$ cat src/rtl/one_hot_dec_pkg.sv
// ============================================================================
// Module      : one_hot_dec_pkg
// Description : Shared constants, per-group decode record and the 8-bit
//               lowest-set-bit helper for the one-hot-to-binary decoder.
// Revision    : 1.0 - initial release
// ============================================================================
`default_nettype none

package one_hot_dec_pkg;

    // Datapath defaults for the derate-matching lane
    localparam int c_data_width   = 64;
    localparam int c_d_width_log2 = 6;

    // Group decoder geometry and error counter width
    localparam int c_ohd_grp_w    = 8;
    localparam int c_grp_idx_w    = 3;
    localparam int c_ohd_cnt_w    = 16;

    // Result of decoding one 8-bit group, as held in stage 1
    typedef struct packed {
        logic                   any;
        logic [c_grp_idx_w-1:0] idx;
        logic                   multi;
    } grp_dec_t;

    // Position of the lowest set bit of an 8-bit group; 0 when none is set
    function automatic logic [c_grp_idx_w-1:0] lowest_set8(
        input logic [c_ohd_grp_w-1:0] v
    );
        logic [c_grp_idx_w-1:0] res;
        res = '0;
        // Scan downwards so the lowest set bit is the last one written
        for (int i = c_ohd_grp_w - 1; i >= 0; i--) begin
            if (v[i]) begin
                res = c_grp_idx_w'(i);
            end
        end
        return res;
    endfunction

endpackage

`default_nettype wire

$ cat src/rtl/one_hot_dec_grp.sv
// ============================================================================
// Module      : one_hot_dec_grp
// Description : Combinational decoder for one 8-bit slice of the one-hot
//               vector: any-set, lowest set index and multi-set flag.
// Revision    : 1.0 - initial release
// ============================================================================
`default_nettype none

module one_hot_dec_grp
    import one_hot_dec_pkg::*;
(
    input  logic [c_ohd_grp_w-1:0] i_grp,
    output logic                   o_any,
    output logic [c_grp_idx_w-1:0] o_idx,
    output logic                   o_multi
);

    // Clearing the lowest set bit leaves something only if two or more were set
    always_comb begin
        o_any   = |i_grp;
        o_idx   = lowest_set8(i_grp);
        o_multi = |(i_grp & (i_grp - c_ohd_grp_w'(1)));
    end

endmodule

`default_nettype wire

$ cat src/rtl/one_hot_dec.sv
// ============================================================================
// Module      : one_hot_dec
// Description : Two-stage streaming one-hot-to-binary decoder with
//               valid/ready flow control, per-beat malformed-vector flags
//               and a saturating error counter.
// Revision    : 1.0 - initial release
// ============================================================================
`default_nettype none

module one_hot_dec
    import one_hot_dec_pkg::*;
#(
    parameter int DATA_WIDTH = c_data_width,
    parameter int IDX_W      = c_d_width_log2,
    parameter int CNT_W      = c_ohd_cnt_w
) (
    input  logic                  clk,
    input  logic                  rst_n,
    input  logic                  in_valid,
    output logic                  in_ready,
    input  logic [DATA_WIDTH-1:0] one_hot_in,
    output logic                  out_valid,
    input  logic                  out_ready,
    output logic [IDX_W-1:0]      idx_out,
    output logic                  err_zero,
    output logic                  err_multi,
    output logic [CNT_W-1:0]      err_cnt,
    input  logic                  clr_cnt
);

    localparam int c_num_grp = DATA_WIDTH / c_ohd_grp_w;

    // Raw group decodes straight from the input vector
    logic [c_num_grp-1:0]   w_any;
    logic [c_num_grp-1:0]   w_multi;
    logic [c_grp_idx_w-1:0] w_gidx [c_num_grp];

    // Stage 1: registered group decodes
    logic                   r_s1_valid;
    grp_dec_t               r_s1_grp [c_num_grp];

    // Stage 2: registered final result, driven straight to the outputs
    logic                   r_s2_valid;
    logic [IDX_W-1:0]       r_idx;
    logic                   r_err_zero;
    logic                   r_err_multi;
    logic [CNT_W-1:0]       r_err_cnt;

    // Flow control and stage-2 combine
    logic                   w_s1_en;
    logic                   w_s2_en;
    logic [IDX_W-1:0]       w_idx;
    logic                   w_err_zero;
    logic                   w_err_multi;
    logic                   w_any_seen;
    logic                   w_cnt_inc;

    // One decoder per 8-bit slice of the input
    generate
        for (genvar g = 0; g < c_num_grp; g++) begin : g_grp
            one_hot_dec_grp u_grp (
                .i_grp   (one_hot_in[g*c_ohd_grp_w +: c_ohd_grp_w]),
                .o_any   (w_any[g]),
                .o_idx   (w_gidx[g]),
                .o_multi (w_multi[g])
            );
        end
    endgenerate

    // A stage may load when it is empty or its content moves on this cycle
    assign w_s2_en  = ~r_s2_valid | out_ready;
    assign w_s1_en  = ~r_s1_valid | w_s2_en;
    assign in_ready = w_s1_en & rst_n;

    // Stage 1 captures the group decodes of an accepted beat
    always_ff @(posedge clk) begin
        if (!rst_n) begin
            r_s1_valid <= 1'b0;
            for (int g = 0; g < c_num_grp; g++) begin
                r_s1_grp[g] <= '0;
            end
        end else if (w_s1_en) begin
            r_s1_valid <= in_valid;
            if (in_valid) begin
                for (int g = 0; g < c_num_grp; g++) begin
                    r_s1_grp[g] <= '{any: w_any[g], idx: w_gidx[g], multi: w_multi[g]};
                end
            end
        end
    end

    // Pick the lowest populated group and derive the malformed-beat flags
    always_comb begin
        w_idx       = '0;
        w_err_multi = 1'b0;
        w_any_seen  = 1'b0;
        for (int g = 0; g < c_num_grp; g++) begin
            if (r_s1_grp[g].any) begin
                if (w_any_seen) begin
                    w_err_multi = 1'b1;
                end else begin
                    w_idx = IDX_W'(g * c_ohd_grp_w + int'(r_s1_grp[g].idx));
                end
                w_any_seen = 1'b1;
            end
            if (r_s1_grp[g].multi) begin
                w_err_multi = 1'b1;
            end
        end
        w_err_zero = ~w_any_seen;
    end

    // Stage 2 holds the result steady while the output is stalled
    always_ff @(posedge clk) begin
        if (!rst_n) begin
            r_s2_valid  <= 1'b0;
            r_idx       <= '0;
            r_err_zero  <= 1'b0;
            r_err_multi <= 1'b0;
        end else if (w_s2_en) begin
            r_s2_valid <= r_s1_valid;
            if (r_s1_valid) begin
                r_idx       <= w_idx;
                r_err_zero  <= w_err_zero;
                r_err_multi <= w_err_multi;
            end
        end
    end

    assign w_cnt_inc = r_s2_valid & out_ready & (r_err_zero | r_err_multi);

    // Saturating count of erroneous output transfers; clear wins over a count
    always_ff @(posedge clk) begin
        if (!rst_n) begin
            r_err_cnt <= '0;
        end else if (clr_cnt) begin
            r_err_cnt <= '0;
        end else if (w_cnt_inc && (r_err_cnt != '1)) begin
            r_err_cnt <= r_err_cnt + CNT_W'(1);
        end
    end

    assign out_valid = r_s2_valid;
    assign idx_out   = r_idx;
    assign err_zero  = r_err_zero;
    assign err_multi = r_err_multi;
    assign err_cnt   = r_err_cnt;

endmodule

`default_nettype wire
$ cat config.mk
export PLATFORM = sky130hd
export DESIGN_NAME = one_hot_dec
export DESIGN_NICKNAME = d
export VERILOG_FILES = /design/src/rtl/one_hot_dec_pkg.sv /design/src/rtl/one_hot_dec_grp.sv /design/src/rtl/one_hot_dec.sv
export SDC_FILE = /design/constraint.sdc
export NUM_CORES = 1
export LEC_CHECK = 0
export ABC_CLOCK_PERIOD_IN_PS = 2200
export BUFFER_PORTS_ARGS = -buffer_cell sky130_fd_sc_hd__buf_4
export CORE_ASPECT_RATIO = 0.9
export CORE_MARGIN = 2
export CORE_UTILIZATION = 49
export CTS_CLUSTER_DIAMETER = 60
export DETAILED_ROUTE_END_ITERATION = 8
export HOLD_SLACK_MARGIN = 0.1
export PLACE_DENSITY = 0.77
export SLEW_MARGIN = 20
export SYNTH_ARGS = -nofsm -noshare
export SYNTH_HDL_FRONTEND = slang
export SYNTH_SLANG_ARGS = --single-unit
export TNS_END_PERCENT = 10
$ cat constraint.sdc
create_clock -name clk -period 2.2 [get_ports clk]
set_clock_uncertainty 0.2 [all_clocks]
set_input_delay 0.44 -clock clk [delete_from_list [all_inputs] [get_ports clk]]
set_output_delay 0.44 -clock clk [all_outputs]
set_load 0.005 [all_outputs]
==> flow_summary.ini <==
[cts]
clk_pin_slew_ns = 0.07
insertion_delay_ns = 0.34
cts-root-buf = clkbuf_8
clockBufferDepth = 2
cts.sinks = 66
cts_buffers = 9
ctsHoldBuffers = 0
cts_tree = built
htreeDepth = 3

[synth]
synth.distinct_cells = 52
async_flop_share_pct = 0
synth_area_um2 = 3880
synthCells = 442
synth.most_common_cell = nor2_1
ys_ff_latch = 66
synthTopCellsByCount = nor2_1 (56), nor3_1 (55), a21oi_1 (40), edfxtp_1 (40), nand2_1 (31)
yosys_warnings = 0
synth_top_area_share_pct = 31.0
synth_flop_cell = edfxtp_1
synth.area.top_cells = edfxtp_1 (31%), dfxtp_1 (13%), nor3_1 (7.1%), nor2_1 (5.4%), a21oi_1 (5.2%)
postSynthAreaPerCell_um2 = 8.77
synth_edf_count = 40
synth_seq_area_share_pct = 44.4
syn-num-nets = 512
synth_top_area_cell = edfxtp_1

[global_routing]
grt_pass1_wl_mm = 15.3
antenna_found_initial = 0
track_usage_pct = 21.6
grt_remaining_overflow = 0
grt_max_degree = 41
first_global_vias = 3453

[route]
drc = 0
drt-total-wl_mm = 9.41
avgRoutedWirePerCell_um = 14.1
num_vias = 3850
drt-initial-drc-count = 183
drt_first_pass_iters = 4
vias_per_cell = 5.75
ant_nets = 0

[timing]
hold_viol_final = 0
relSlewSlack_pct = 61.4
max_freq_mhz = 473
fin_crit_sh_pct = 96.2
rsz0062_at_grt = no
finalSetupViolations = 0
tightest_slew_ns = 0.565
tns_ns = 0
finalMaxSlewViolations = 0
post-route-min-period_ns = 2.12

[floorplanning]
core-area_um2 = 7620
dieArea_um2 = 8640
rows = 30
die_h_um = 88.4
initial_core_util_pct = 50.9
dieWidth_um = 97.8
io_pins = 95

[cells_and_area]
instances_no_fill = 669
final_util_pct = 66.6
area_growth_pct = 30.8
fin_area_um2 = 5070
num_antenna_cells = 0
drive_gt1_share_pct = 25.5
nNetsFinal = 639

[setup_path]
criticalPathCategory = flip-flop to flip-flop
crit_chain = or4_4, nor4_4, nor3_2, a221o_1
slowest_delay_ns = 0.60
cp-end-kind = flip-flop
arrival_ns = 2.14
cp-startpoint = r_s1_grp[0][9]
critPathTopFamily = simple AND/OR/NAND/NOR gates
reg2reg_from = r_s1_grp[0][9]
cp_num_buf_inv = 0
slowest_stage = or4_4
start_kind = flip-flop
crit_fanout = 5
worst_ep_required_time_ns = 2.23

[placed_design]
place_area_um2 = 4920
gp_congestion = 0.887
dp_hpwl_mm = 7.20
io_buffers = 94
dp_cells = 654

[power]
p_leak_nw = 2.09
total_power_mw = 2.68
p_per_area_nw_per_um2 = 529
p_int_mw = 1.98
p_switching_uw = 704
ir_worst_vdd_v = 0.000283
p_seq_share_pct = 52.7
power_frac_clock_pct = 30.2
power_frac_comb_pct = 17.2
swShare_pct = 26.2

[worst_hold_path]
hold_path.class = primary input to flip-flop
hp-start = in_valid

[run_status]
status = complete, no violations

[run]
maxCapViolCount = 0
[what timing repair did]
| item | 4_1_cts | 5_1_grt |
|---|---|---|
| endpoints found under the setup margin | 0 | 1 |
| gates resized for setup | 0 | 1 |
| endpoints found under the hold margin | 0 | 0 |
| setup buffers | 0 | 0 |
[cells by family after synthesis]
family | after synthesis | share of synthesized area, %
adder cells (fa/ha/maj) | 11 | 2.90
flip-flops | 66 | 44.4
multiplexers | 1 | 0.258
XOR/XNOR | 12 | 2.71
buffers and inverters | 38 | 3.87
AO/OA/AOI/OAI | 98 | 16.9
AND/OR/NAND/NOR | 216 | 28.9
[layout make-up]
cell class | instances | area, µm²
Fill cell | 646 | 2550
Multi-Input combinational cell | 338 | 2010
Sequential cell | 66 | 1720
Timing Repair Buffer | 129 | 981
Clock buffer | 9 | 124
Tap cell | 96 | 120
Inverter | 25 | 93.8
Clock inverter | 6 | 25.0
[power by group through the flow]
stage | registers, mW | logic [mW] | clock network (mW)
after floorplan | 1.43 | 0.205 | 0
after global placement | 1.44 | 0.439 | 0
after detailed placement | 1.44 | 0.456 | 0
after CTS | 1.41 | 0.458 | 0.814
after global routing | 1.42 | 0.510 | 0.865
final | 1.41 | 0.461 | 0.810
[worst register-to-register path, delay by kind of cell (launching register included)]
kind	cells	cell delay [ns]
AOI/OAI and AO/OA	1	0.32
DFF	1	0.45
and+or+nand+nor	3	1.04
[final timing paths]
kind	end	slack, ns	depth (start not counted)
worst max register to register	idx_out[0]	0.08	4
worst min register to register	idx_out[5]	0.28	2
worst min-delay path	r_s1_valid	0.14	3
worst max-delay path	idx_out[0]	0.08	4
[metal layers]
metal	global-route usage, %	up-vias	share of wire (%)
met5	0	-	0
met3	4.58	17	6.4
met2	36.7	119	48
li1	-	1925	-
met1	27.9	1789	44
met4	7.83	0	1.9
[stage by stage]
stage	hold WS, ns	worst slack, ns
after floorplan	0.253	0.0209
after global placement	0.258	-0.0208
after detailed placement	0.268	-0.242
after CTS	0.134	0.0843
after global routing	0.148	0.000901
final	0.136	0.0844
[state kept, by name (all words and copies together), names as in the netlist]
signal      flops
r_s1_valid      1
err_zero        1
idx_out         6
r_s1_grp       40
err_cnt        16
err_multi       1
out_valid       1
[placed cells by master (no fill, tap or decap), types with 7 or more instances in the layout]
cell       synthesis  final
buf_4              0    128
nor2_1            56     56
nor3_1            55     55
a21oi_1           40     40
edfxtp_1          40     40
nand2_1           31     31
nor4_1            26     26
dfxtp_1           26     26
inv_1             25     25
nand3_1           12     12
maj3_1            10     10
o21bai_1           9      9
clkbuf_8           0      9
xnor2_1            7      7
or4_1              7      7
o21ai_0            7      7
a2111oi_0          8      7
Power figures use the tool's default switching activity.
